File: src/rtl/fire_alarm_pkg.sv
// Shared types and constants for the fire alarm sequencer.
// Room count, FSM encodings, siren codes and small helpers.
package fire_alarm_pkg;

    localparam int N_ROOMS = 16;

    typedef enum logic [1:0] {
        ST_IDLE     = 2'b00,
        ST_SCAN     = 2'b01,
        ST_ANNOUNCE = 2'b10,
        ST_GAP      = 2'b11
    } state_t;

    localparam logic [1:0] SIG_OFF  = 2'b00;
    localparam logic [1:0] SIG_PRE  = 2'b01;
    localparam logic [1:0] SIG_ANN  = 2'b10;
    localparam logic [1:0] SIG_EVAC = 2'b11;

    function automatic logic [4:0] popcount16(input logic [15:0] v);
        logic [4:0] c;
        c = '0;
        for (int i = 0; i < N_ROOMS; i++) begin
            c = c + {4'b0000, v[i]};
        end
        return c;
    endfunction

    function automatic logic [15:0] onehot16(input logic [3:0] idx);
        return 16'b1 << idx;
    endfunction

endpackage

File: src/rtl/alarm_sequencer_if.sv
// Operator/room side bundle of the alarm sequencer.
// master drives room/dwell/ack, slave (the sequencer) drives the status.
interface alarm_sequencer_if;

    logic [15:0] room;
    logic [7:0]  dwell;
    logic        ack;
    logic [15:0] led;
    logic [15:0] grant;
    logic [3:0]  cur_room;
    logic [1:0]  sig;
    logic        busy;

    modport master (
        output room,
        output dwell,
        output ack,
        input  led,
        input  grant,
        input  cur_room,
        input  sig,
        input  busy
    );

    modport slave (
        input  room,
        input  dwell,
        input  ack,
        output led,
        output grant,
        output cur_room,
        output sig,
        output busy
    );

endinterface

File: src/rtl/alarm_sequencer_rr_pick.sv
// Round-robin picker: first set request strictly after ptr,
// wrapping modulo 16, ptr itself considered last.
module rr_pick (
    input  logic [15:0] req,
    input  logic [3:0]  ptr,
    output logic [3:0]  idx,
    output logic        found
);

    logic [3:0] w_j;

    // Walk ptr+1 .. ptr+16 and keep the first hit
    always_comb begin
        found = 1'b0;
        idx   = '0;
        w_j   = ptr;
        for (int i = 1; i <= 16; i++) begin
            w_j = ptr + 4'(i);
            if (!found && req[w_j]) begin
                found = 1'b1;
                idx   = w_j;
            end
        end
    end

endmodule

File: src/rtl/alarm_sequencer.sv
// Fire alarm sequencer: latches room alarms and time-shares the
// siren/announcer among latched rooms in round-robin order.
module alarm_sequencer
    import fire_alarm_pkg::*;
#(
    parameter int EVAC_MIN = 2
) (
    input  logic clk,
    input  logic reset,
    alarm_sequencer_if.slave bus
);

    localparam logic [4:0] EVAC_THR = 5'(EVAC_MIN);

    state_t      r_state;
    logic [15:0] r_led;
    logic [15:0] r_grant;
    logic [3:0]  r_cur;
    logic [3:0]  r_ptr;
    logic [7:0]  r_timer;
    logic [1:0]  r_sig;
    logic        r_busy;

    logic [15:0] w_led_next;
    logic [7:0]  w_dwell;
    logic        w_evac;
    logic [3:0]  w_idx;
    logic        w_found;

    // ack clears every latch, but a room still active re-latches
    assign w_led_next = bus.ack ? bus.room : (r_led | bus.room);
    assign w_dwell    = (bus.dwell == 8'd0) ? 8'd1 : bus.dwell;
    assign w_evac     = popcount16(w_led_next) >= EVAC_THR;

    rr_pick u_pick (
        .req   (r_led),
        .ptr   (r_ptr),
        .idx   (w_idx),
        .found (w_found)
    );

    // Latch alarms and run the scan/announce/gap cycle;
    // sig and busy are computed for the state being entered
    always_ff @(posedge clk or negedge reset) begin
        if (!reset) begin
            r_state <= ST_IDLE;
            r_led   <= '0;
            r_grant <= '0;
            r_cur   <= '0;
            r_ptr   <= 4'd15;
            r_timer <= '0;
            r_sig   <= SIG_OFF;
            r_busy  <= 1'b0;
        end else begin
            r_led <= w_led_next;
            if (w_led_next == '0) begin
                r_state <= ST_IDLE;
                r_grant <= '0;
                r_timer <= '0;
                r_sig   <= SIG_OFF;
                r_busy  <= 1'b0;
            end else begin
                unique case (r_state)
                    ST_IDLE: begin
                        if (r_led != '0) begin
                            r_state <= ST_SCAN;
                            r_busy  <= 1'b1;
                            r_sig   <= w_evac ? SIG_EVAC : SIG_PRE;
                        end else begin
                            r_busy  <= 1'b0;
                            r_sig   <= SIG_OFF;
                        end
                    end
                    ST_SCAN: begin
                        if (w_found) begin
                            r_state <= ST_ANNOUNCE;
                            r_grant <= onehot16(w_idx);
                            r_cur   <= w_idx;
                            r_timer <= w_dwell;
                            r_sig   <= w_evac ? SIG_EVAC : SIG_ANN;
                        end else begin
                            r_state <= ST_IDLE;
                            r_grant <= '0;
                            r_busy  <= 1'b0;
                            r_sig   <= SIG_OFF;
                        end
                    end
                    ST_ANNOUNCE: begin
                        if (r_timer <= 8'd1) begin
                            r_state <= ST_GAP;
                            r_grant <= '0;
                            r_ptr   <= r_cur;
                            r_timer <= '0;
                            r_sig   <= w_evac ? SIG_EVAC : SIG_PRE;
                        end else begin
                            r_timer <= r_timer - 8'd1;
                            r_sig   <= w_evac ? SIG_EVAC : SIG_ANN;
                        end
                    end
                    ST_GAP: begin
                        r_state <= ST_SCAN;
                        r_sig   <= w_evac ? SIG_EVAC : SIG_PRE;
                    end
                endcase
            end
        end
    end

    assign bus.led      = r_led;
    assign bus.grant    = r_grant;
    assign bus.cur_room = r_cur;
    assign bus.sig      = r_sig;
    assign bus.busy     = r_busy;

endmodule
File: src/flat_wrapper.sv
// flat-port wrapper written by rule: the top's interface ports become plain ports
module alarm_sequencer_flat import fire_alarm_pkg::*;
#(
    parameter int EVAC_MIN = 2
)
  (clk, reset, bus_room, bus_dwell, bus_ack, bus_led, bus_grant, bus_cur_room, bus_sig, bus_busy);
  alarm_sequencer_if bus_i ();
  input  logic clk;
  input  logic reset;
  input wire logic [$bits(bus_i.room)-1:0] bus_room;
  input wire logic [$bits(bus_i.dwell)-1:0] bus_dwell;
  input wire logic [$bits(bus_i.ack)-1:0] bus_ack;
  output wire logic [$bits(bus_i.led)-1:0] bus_led;
  output wire logic [$bits(bus_i.grant)-1:0] bus_grant;
  output wire logic [$bits(bus_i.cur_room)-1:0] bus_cur_room;
  output wire logic [$bits(bus_i.sig)-1:0] bus_sig;
  output wire logic [$bits(bus_i.busy)-1:0] bus_busy;
  assign bus_i.room = bus_room;
  assign bus_i.dwell = bus_dwell;
  assign bus_i.ack = bus_ack;
  assign bus_led = bus_i.led;
  assign bus_grant = bus_i.grant;
  assign bus_cur_room = bus_i.cur_room;
  assign bus_sig = bus_i.sig;
  assign bus_busy = bus_i.busy;
  alarm_sequencer #(.EVAC_MIN(EVAC_MIN)) u_core (.clk(clk), .reset(reset), .bus(bus_i));
endmodule
File: config.mk
export PLATFORM = sky130hd
export DESIGN_NAME = alarm_sequencer_flat
export DESIGN_NICKNAME = d
export VERILOG_FILES = /design/src/rtl/fire_alarm_pkg.sv /design/src/rtl/alarm_sequencer_if.sv /design/src/rtl/alarm_sequencer_rr_pick.sv /design/src/rtl/alarm_sequencer.sv /design/src/flat_wrapper.sv
export SDC_FILE = /design/constraint.sdc
export NUM_CORES = 1
export LEC_CHECK = 0
export BUFFER_PORTS_ARGS = -buffer_cell sky130_fd_sc_hd__buf_2
export CORE_UTILIZATION = 55
export DETAILED_ROUTE_END_ITERATION = 7
export PLACE_DENSITY = 0.76
export SYNTH_ARGS = -nofsm -noshare
export SYNTH_HDL_FRONTEND = slang
export SYNTH_SLANG_ARGS = --single-unit
export TNS_END_PERCENT = 5
File: constraint.sdc
create_clock -name clk -period 7.05 [get_ports clk]
set_input_delay 0.705 -clock clk [delete_from_list [all_inputs] [get_ports clk]]
set_output_delay 0.705 -clock clk [all_outputs]
set_load 0.05 [all_outputs]
==> metrics.txt, run 1 <==
CTS Sinks 53; antenna violations before repair 0; Area Growth Syn to Fin 9.58%; hold_ws 0.493 ns; Routability Congestion 0.985; register area share after synthesis 25.5%; Worst-Skew Late Latency about 0.31 ns; Post-Syn Area 0.00523 sq mm; Post-synth EDFFs 0; Critical Path RT between 7 and 8 ns; worst-margin pin slew 1.17 ns; Synth area leader dfrtp_1; unrepaired setup endpoints after global routing false; Setup TNS Final 0 ns; P per Cell Area 397 mW/mm^2; CTS Buffer Depth 2; Tmin final 5.78 ns; worst r2r src u_core.r_ptr[1]; top_reg_cell synth dfrtp_1; total power 2.27 mW; vias in the first global route 4559; dominant cells by area after synthesis dfrtp_1 23%, mux4_2 13%, mux2_2 5.2%; antenna diode count 0; crit path DAT 6.00 ns; leakage 2.43 nW; post-CTS setup buffer count 0; Die Height slightly below 100 um; CP delay by family, top multiplexers; clock skew 0.0182 ns; CP endpoint kind flop; first-pass GRT wire length 22.9 mm; Max Fclk 0.173 GHz; core box area 0.00924 sq mm; Final Slew Violations 0; Max-slew headroom 22.1%; Setup Viol. Count Final 0; Clk pin slew, worst setup/hold paths 0.11 ns; root buf cell clkbuf_8; synthesized area per cell 9.86 sq um; Detail Route Antenna Nets 0; WS Path Type reg2reg; r2r endpoint u_core.bus.grant[1]; Mapped Cells 530; row count 35; io pins 66; CTS tree yes; Max Cap Violations 0; drt pass-1 iters 5; Reg area between 0.001 and 0.0015 sq mm; largest net degree at the start of global routing 54; most frequent cell after synthesis dfrtp_1; Post-Route WL 14.1 mm; layout net count between 600 and 700; Post-Syn Nets 587; gr usage total 29.3%; Inserted Clock Buffers 5; maximum VDD drop 325 uV; hold_buf cts 0; WL/cell 19.7 um; CP startpoint kind flop; Slowest-stage cell, CP ha_1; crit path buf inv count 1; vias about 4700; DP HPWL about 11 mm; drc violations 0; reg2reg path depth 11; Fill cells 783; Clock H-tree levels 2; share of the synthesized area in the top cell type 23.5%; Fin. Hold Viols 0; #FFs+latches synth 53; 1st-iter DRT viols around 350; area taken by multi-input logic gates 0.00364 sq mm; Die W just under 100 um; Synth cell types 72; critical path fanouts, max 25; Post-CTS Resized 0; Ys Warns 0; R2R Setup Slk 1.27 ns; GRT overflow 0; status finished, final reports clean; Initial Util 56.5%; # port buffers between 60 and 70; Hold Crit Class in2async; Die Area 0.00989 sq mm; top cells by count, synth 49 x dfrtp_1, 44 x nand2_1, 34 x inv_1; max incr delay on CP 1.07 ns; final period utilization 82.0%; vias per inst 6.63; crit path cell chain inv_1, ha_1, mux4_2, mux2_2, mux2_4, or4_1, nor4bb_1, a221oi_1, a22oi_1, o21ai_0, o31ai_1; share of post-route cells with drive strength above 1 25.8%; asr flop ratio synth 100%
## per-stage QoR
stage                     setup slack [ns]  cells  utilization [%]  area [sq um]
after floorplan                       1.30    530                -          5230
final                                 1.27    714             62.0          5730
after CTS                             1.29    714             62.0          5730
after global routing                 0.887    714             62.0          5730
after global placement                1.14    706             61.0          5640
after detailed placement             0.977    706             61.0          5640
## cells in the final DEF, fill, tap and decap left out, types with 6 or more instances in the layout
cell,instances
ha_1,20
nor3_1,6
dfrtp_1,49
nand3_1,13
o31ai_1,14
buf_2,65
mux2_2,24
inv_1,34
fa_1,10
mux4_2,30
o211ai_1,8
a21o_1,15
a21oi_1,22
o21ai_0,27
buf_4,7
a22o_1,16
nor4_1,13
a31oi_1,6
nor2_1,26
mux2i_1,24
nand2_1,44
## worst max-delay path by stage
stage	from	to	slack, ns	cells after the start
floorplan	bus_ack	u_core.bus.sig[0]	1.30	20
global placement	bus_ack	u_core.bus.sig[0]	1.14	20
detailed placement	bus_ack	u_core.bus.sig[0]	0.98	20
CTS	bus_ack	u_core.bus.sig[0]	1.29	20
global route	bus_ack	u_core.bus.sig[0]	0.89	20
finish	u_core.r_ptr[1]	u_core.bus.grant[1]	1.27	11
## flip-flops by register name, indices dropped and copies added, names as in the netlist
name,flops
u_core.r_ptr,4
u_core.r_timer,8
u_core.bus.busy,1
u_core.r_state,2
u_core.bus.led,16
u_core.bus.cur_room,4
u_core.bus.sig,2
u_core.bus.grant,16
## cell families (layout without fill, tap and decap cells)
family / after synthesis / in the layout / synth area share (%)
flops: 53 / 53 / 25.5
xor+xnor: 9 / 9 / 1.51
simple gates: 149 / 149 / 15.0
compound gates: 149 / 149 / 21.3
mux: 80 / 80 / 23.2
fa+ha+maj: 30 / 30 / 8.62
buf+inv: 60 / 115 / 4.91
## final cells by class
cell class              count  area share (%)
multi-input cells         417            63.5
clock inverters             2           0.240
inverters                  35            2.29
repair buffers             72            6.60
clock buffers               6            1.27
flip-flops and latches     53            23.3
well taps                 129            2.82
## metal layers
layer | global-route usage, % | share of wire (%)
met5 | 0 | 0
met4 | 11.5 | 2.8
met3 | 3.72 | 5.6
met2 | 48.8 | 50
met1 | 39.1 | 41
## report_power, final
group	switching [mW]	internal [mW]
Sequential	0.0893	0.385
Clock	0.101	0.0711
Combinational	1.01	0.615
No activity file was read; power rests on OpenSTA's default activity.
==> run 2, diff against run 1 <==
Settings changed: CORE_UTILIZATION 55 to 54, PLACE_DENSITY 0.76 to 0.78.
Clock period 7.05 ns to 5.2 ns, I/O delays scaled along.
==> metrics.txt, run 2 (synthesis gave the netlist of run 1 again) <==
status finished, final reports clean; Post-Route WL 14.7 mm (+4.1%); hold_ws 0.314 ns (-0.179 ns); Area Growth Syn to Fin 15.2%; WL/cell 19.8 um (+0.32%); antenna diode count 0 (unchanged); clock skew 0.0104 ns (-0.00778 ns); Seq pwr share 19.2% (-1.6 points); critical path fanouts, max 3 (-88%); vias per inst 6.55 (-1.1%); WS Path Type reg2reg; first-pass GRT wire length 23.7 mm (+3.4%); 1st-iter DRT viols 514 (+48%); antenna violations before repair 0 (unchanged); Final Slew Violations 0 (unchanged); P per Cell Area 550 mW/mm^2 (+38%); area taken by multi-input logic gates 0.00370 sq mm (+1.7%); layout net count 668 (+4.2%); Die Height 100 um (+0.90%); met1 usage 41.3% (+2.2 points); Die Area 0.0101 sq mm (+1.8%); row count 35 (unchanged); leakage 2.58 nW (+6.0%); Inserted Clock Buffers 5 (unchanged); Clock power frac 8.6% (+1.0 points); Max Cap Violations 0 (unchanged); Hold Crit Class in2async; core box area 0.00933 sq mm (+0.95%); layer with the highest usage met2; Clk pin slew, worst setup/hold paths 0.10 ns (about the same); dpl cells 729 (+3.3%); Routability Congestion 0.935 (-5.1%); crit path DAT 5.33 ns (-0.67 ns); Switch Pwr 1.71 mW (+42%); vias 4854 (+2.6%); total power 3.31 mW (+45%); Critical Path RT 5.41 ns (-1.85 ns); met2 Use GR 48.9% (+0.12 points); Non-Filler Instances 741 (+3.8%); Clock H-tree levels 2 (unchanged); GRT overflow 0 (unchanged); largest net degree at the start of global routing 54 (unchanged); CP endpoint kind flop; Setup TNS Final 0 ns (unchanged); share of post-route cells with drive strength above 1 31.4% (+5.6 points); Fin. Hold Viols 0 (unchanged); Logic pwr share 72.2% (+0.6 points); CTS Buffer Depth 2 (unchanged); CTS tree yes; Reg area 0.00133 sq mm (about the same); Worst-Skew Late Latency 0.31 ns (about the same); internal power 1.60 mW (+50%); Fill cells 750 (-4.2%); CTS Sinks 53 (unchanged); CP startpoint kind flop; drt pass-1 iters 4 (-1); Max Fclk 0.195 GHz (+13%); io pins 66 (unchanged); Max-slew headroom 19.4% (-2.6 points); sw frac 51.6% (-1.3 points); most frequent cells in the layout 65 x buf_2, 48 x dfrtp_1, 44 x nand2_1; gr usage total 29.9% (+0.60 points); Die W 100 um (+0.90%); final period utilization 98.5% (+16 points); Tmin final 5.12 ns (-0.661 ns); root buf cell clkbuf_8; Detail Route Antenna Nets 0 (unchanged); vias in the first global route 4729 (+3.7%); maximum VDD drop 493 uV (+52%); DP HPWL 10.8 mm (+2.8%); hold_buf cts 0 (unchanged); Setup Viol. Count Final 0 (unchanged); worst-margin pin slew 1.21 ns (+0.0395 ns); Initial Util 56.0% (-0.53 points); met3 usage 3.27% (-0.45 points); drc violations 0 (unchanged); # port buffers 65 (unchanged); unrepaired setup endpoints after global routing true; most common cell after layout, fill and taps aside buf_2
run 2: changes by cell type in the layout (fill, tap and decap cells not counted), sizes merged:
cell    delta
buf       +27
bufinv     +1
clkbuf     -1
run 2: per-stage QoR:
stage / area, sq um / setup slack, ns / utilization [%]
after floorplan: 5250 / -0.0219 / -
after global placement: 5820 / 0.00717 / 62.4
after detailed placement: 5820 / -0.126 / 62.4
after CTS: 5940 / 0.112 / 63.6
after global routing: 6020 / -0.0935 / 64.5
final: 6020 / 0.0783 / 64.5
run 2: critical path: stages, from the launching register on:
cell and delay [ns]:
dfrtp_1 0.39, a21o_1 0.22, ha_4 0.28, fa_1 0.43
fa_1 0.51, fa_1 0.52, inv_2 0.05, fa_1 0.48
inv_2 0.07, fa_2 0.20, inv_2 0.04, fa_2 0.38
a2111oi_4 0.29, a21oi_2 0.06, or4b_4 0.54, a31oi_1 0.21
a21oi_1 0.08, nor3_2 0.22, nor3b_2 0.06
run 2: power by group through the flow:
stage                     Sequential (mW)  Clock, mW  Combinational (mW)
after floorplan                     0.793          0                1.57
after global placement              0.632          0                2.21
after detailed placement            0.636          0                2.27
after CTS                           0.631      0.291                2.28
after global routing                0.648      0.309                2.57
final                               0.636      0.285                2.39
run 2: layer usage:
metal,routed length (um),up-vias
met1,6070,2377
met3,1020,39
li1,-,2206
met5,0,-
met2,7180,232
met4,405,0
run 2: what timing repair did:
action,CTS,global route
setup buffers,0,4
endpoints found under the setup margin,0,14
resized for setup,0,11
run 2: area by class of cell:
type / count / area share, %
timing repair buffer: 99 / 9.65
multi-input combinational: 417 / 61.5
sequential: 53 / 22.1
inverter: 35 / 2.18
clock inverter: 3 / 0.728
clock buffer: 5 / 1.14
tap: 129 / 2.68
run 2: worst paths after layout:
path,end,slack [ns],cells past startpoint,start
setup / recovery,u_core.bus.sig[0],0.08,18,u_core.bus.led[1]
hold / removal,u_core.r_timer[7],0.31,2,reset
setup reg to reg,u_core.bus.sig[0],0.08,18,u_core.bus.led[1]
hold reg to reg,u_core.bus.grant[9],0.50,2,u_core.bus.grant[9]
max in group asynchronous,u_core.bus.led[2],4.41,2,reset
min in group clk,u_core.bus.led[7],0.44,3,bus_room[7]
==> run 3, diff against run 2 <==
Settings changed: CORE_ASPECT_RATIO set to 0.75.
==> metrics.txt, run 3 (synthesis gave the netlist of run 1 again) <==
status finished, final reports clean; Reg area 0.00133 sq mm (about the same); Critical Path RT 5.37 ns (-0.04 ns); critical path fanouts, max 3 (unchanged); Die Area 0.0101 sq mm (about the same); drc violations 0 (unchanged); CTS Sinks 53 (unchanged); CTS Buffer Depth 2 (unchanged); row count 30 (-14%); Initial Util 56.6% (+0.57 points); Post-Route WL 15.5 mm (+5.5%); Fin. Hold Viols 0 (unchanged); Hold Crit Class in2async; vias per inst 6.66 (+1.7%); Routability Congestion 0.959 (+2.5%); GRT overflow 0 (unchanged); Detail Route Antenna Nets 0 (unchanged); reg2reg path depth 17 (-1); final period utilization 97.9% (-0.63 points); Clk pin slew, worst setup/hold paths 0.07 ns (-0.03 ns); Final Slew Violations 0 (unchanged); Fill cells 746 (-0.53%); most common cell after layout, fill and taps aside buf_2; gr usage total 32.6% (+2.8 points); antenna violations before repair 0 (unchanged); maximum VDD drop 446 uV (-9.6%); CP startpoint kind flop; drt pass-1 iters 5 (+1); worst-margin pin slew 1.26 ns (+0.0504 ns); Die W 116 um (+15%); DP Worst Slack -0.139 ns (-0.0128 ns); area taken by multi-input logic gates 0.00370 sq mm (about the same); 1st-iter DRT viols 504 (-1.9%); Area Growth Syn to Fin 16.3%; Worst-Skew Late Latency 0.29 ns (-0.02 ns); hold_ws 0.322 ns (+0.00781 ns); CTS tree yes; Max Fclk 0.197 GHz (+0.64%); vias in the first global route 4861 (+2.8%); io pins 66 (unchanged); share of post-route cells with drive strength above 1 31.3% (-0.10 points); layout net count 670 (+0.30%); final core utilization 65.8% (+1.3 points); clock skew 0.00619 ns (-0.00422 ns); Die Height 87.2 um (-13%); Tmin final 5.09 ns (-0.0326 ns); Clock H-tree levels 2 (unchanged); Inserted Clock Buffers 5 (unchanged); Final WS setup 0.111 ns (+0.0326 ns); Setup Viol. Count Final 0 (unchanged); first-pass GRT wire length 25.3 mm (+6.6%); WS Path Type reg2reg; # port buffers 65 (unchanged); most frequent cells in the layout 65 x buf_2, 49 x dfrtp_1, 44 x nand2_1; Non-Filler Instances 742 (+0.13%); root buf cell clkbuf_16; antenna diode count 0 (unchanged); core box area 0.00923 sq mm (-1.0%); vias 4941 (+1.8%); CP endpoint kind flop; Max Cap Violations 0 (unchanged); leakage 2.61 nW (+1.3%); largest net degree at the start of global routing 54 (unchanged); hold_buf cts 0 (unchanged); Max-slew headroom 16.1% (-3.4 points); dpl cells 732 (+0.41%); DP HPWL 11.6 mm (+7.2%); P per Cell Area 561 mW/mm^2 (+2.0%); WL/cell 20.9 um (+5.3%); crit path DAT 5.26 ns (-0.07 ns)
==> run 3: cell count changes in the layout (fill, tap and decap cells not counted), sizes merged <==
cell / before / now
bufinv: 1 / 0
buf: 99 / 101
inv: 36 / 35
clkbuf: 5 / 7
==> run 3: layout make-up <==
class / instances / area share, %
multi-input combinational: 417 / 60.9
clock inverter: 1 / 0.0824
tap: 128 / 2.64
clock buffer: 7 / 2.51
sequential: 53 / 21.9
inverter: 35 / 2.16
timing repair buffer: 101 / 9.80
==> run 3: critical path, stage by stage (launching register included) <==
cell and delay (ns):
dfrtp_1 0.39, a21o_1 0.20, ha_4 0.25, fa_1 0.56
fa_1 0.47, fa_1 0.49, inv_1 0.05, fa_1 0.48
inv_2 0.05, fa_2 0.38, buf_4 0.14, a2111oi_2 0.28
a21oi_1 0.10, or4b_4 0.59, a31oi_4 0.19, a21oi_2 0.06
nor3_2 0.22, nor3b_1 0.07
==> run 3: stage by stage <==
stage / TNS (ns) / power (mW) / instance area [sq um]
after floorplan: -0.0219 / 2.36 / 5250
after global placement: 0 / 2.86 / 5850
after detailed placement: -0.139 / 2.95 / 5850
after CTS: 0 / 3.31 / 6010
after global routing: -0.0302 / 3.65 / 6080
final: 0 / 3.41 / 6080
==> run 3: final timing paths <==
kind                            slack, ns                  from              endpoint
max in group asynchronous            4.41                 reset    u_core.bus.led[14]
worst max-delay path                 0.11     u_core.bus.led[0]     u_core.bus.sig[0]
min in group clk                     0.47           bus_room[7]     u_core.bus.led[7]
worst min register to register       0.48  u_core.bus.grant[11]  u_core.bus.grant[11]
worst max register to register       0.11     u_core.bus.led[0]     u_core.bus.sig[0]
worst min-delay path                 0.32                 reset    u_core.bus.led[12]
==> run 3: power breakdown <==
group | leakage, nW | switching, mW | internal (mW)
Clock | 0.0799 | 0.144 | 0.204
Sequential | 0.634 | 0.110 | 0.522
Combinational | 1.90 | 1.49 | 0.942
==> run 3: per-layer routing <==
layer	GRT usage, %	routed length, um	vias to the layer above
li1	-	-	2215
met1	46.2	6730	2437
met2	51.9	7270	263
met3	4.94	1270	26
met4	9.56	212	0
met5	0	0	-
==> run 3: repair_timing <==
action,in CTS,in global routing
setup buffers,0,2
endpoints found under the setup margin,0,15
gates resized for setup,0,9
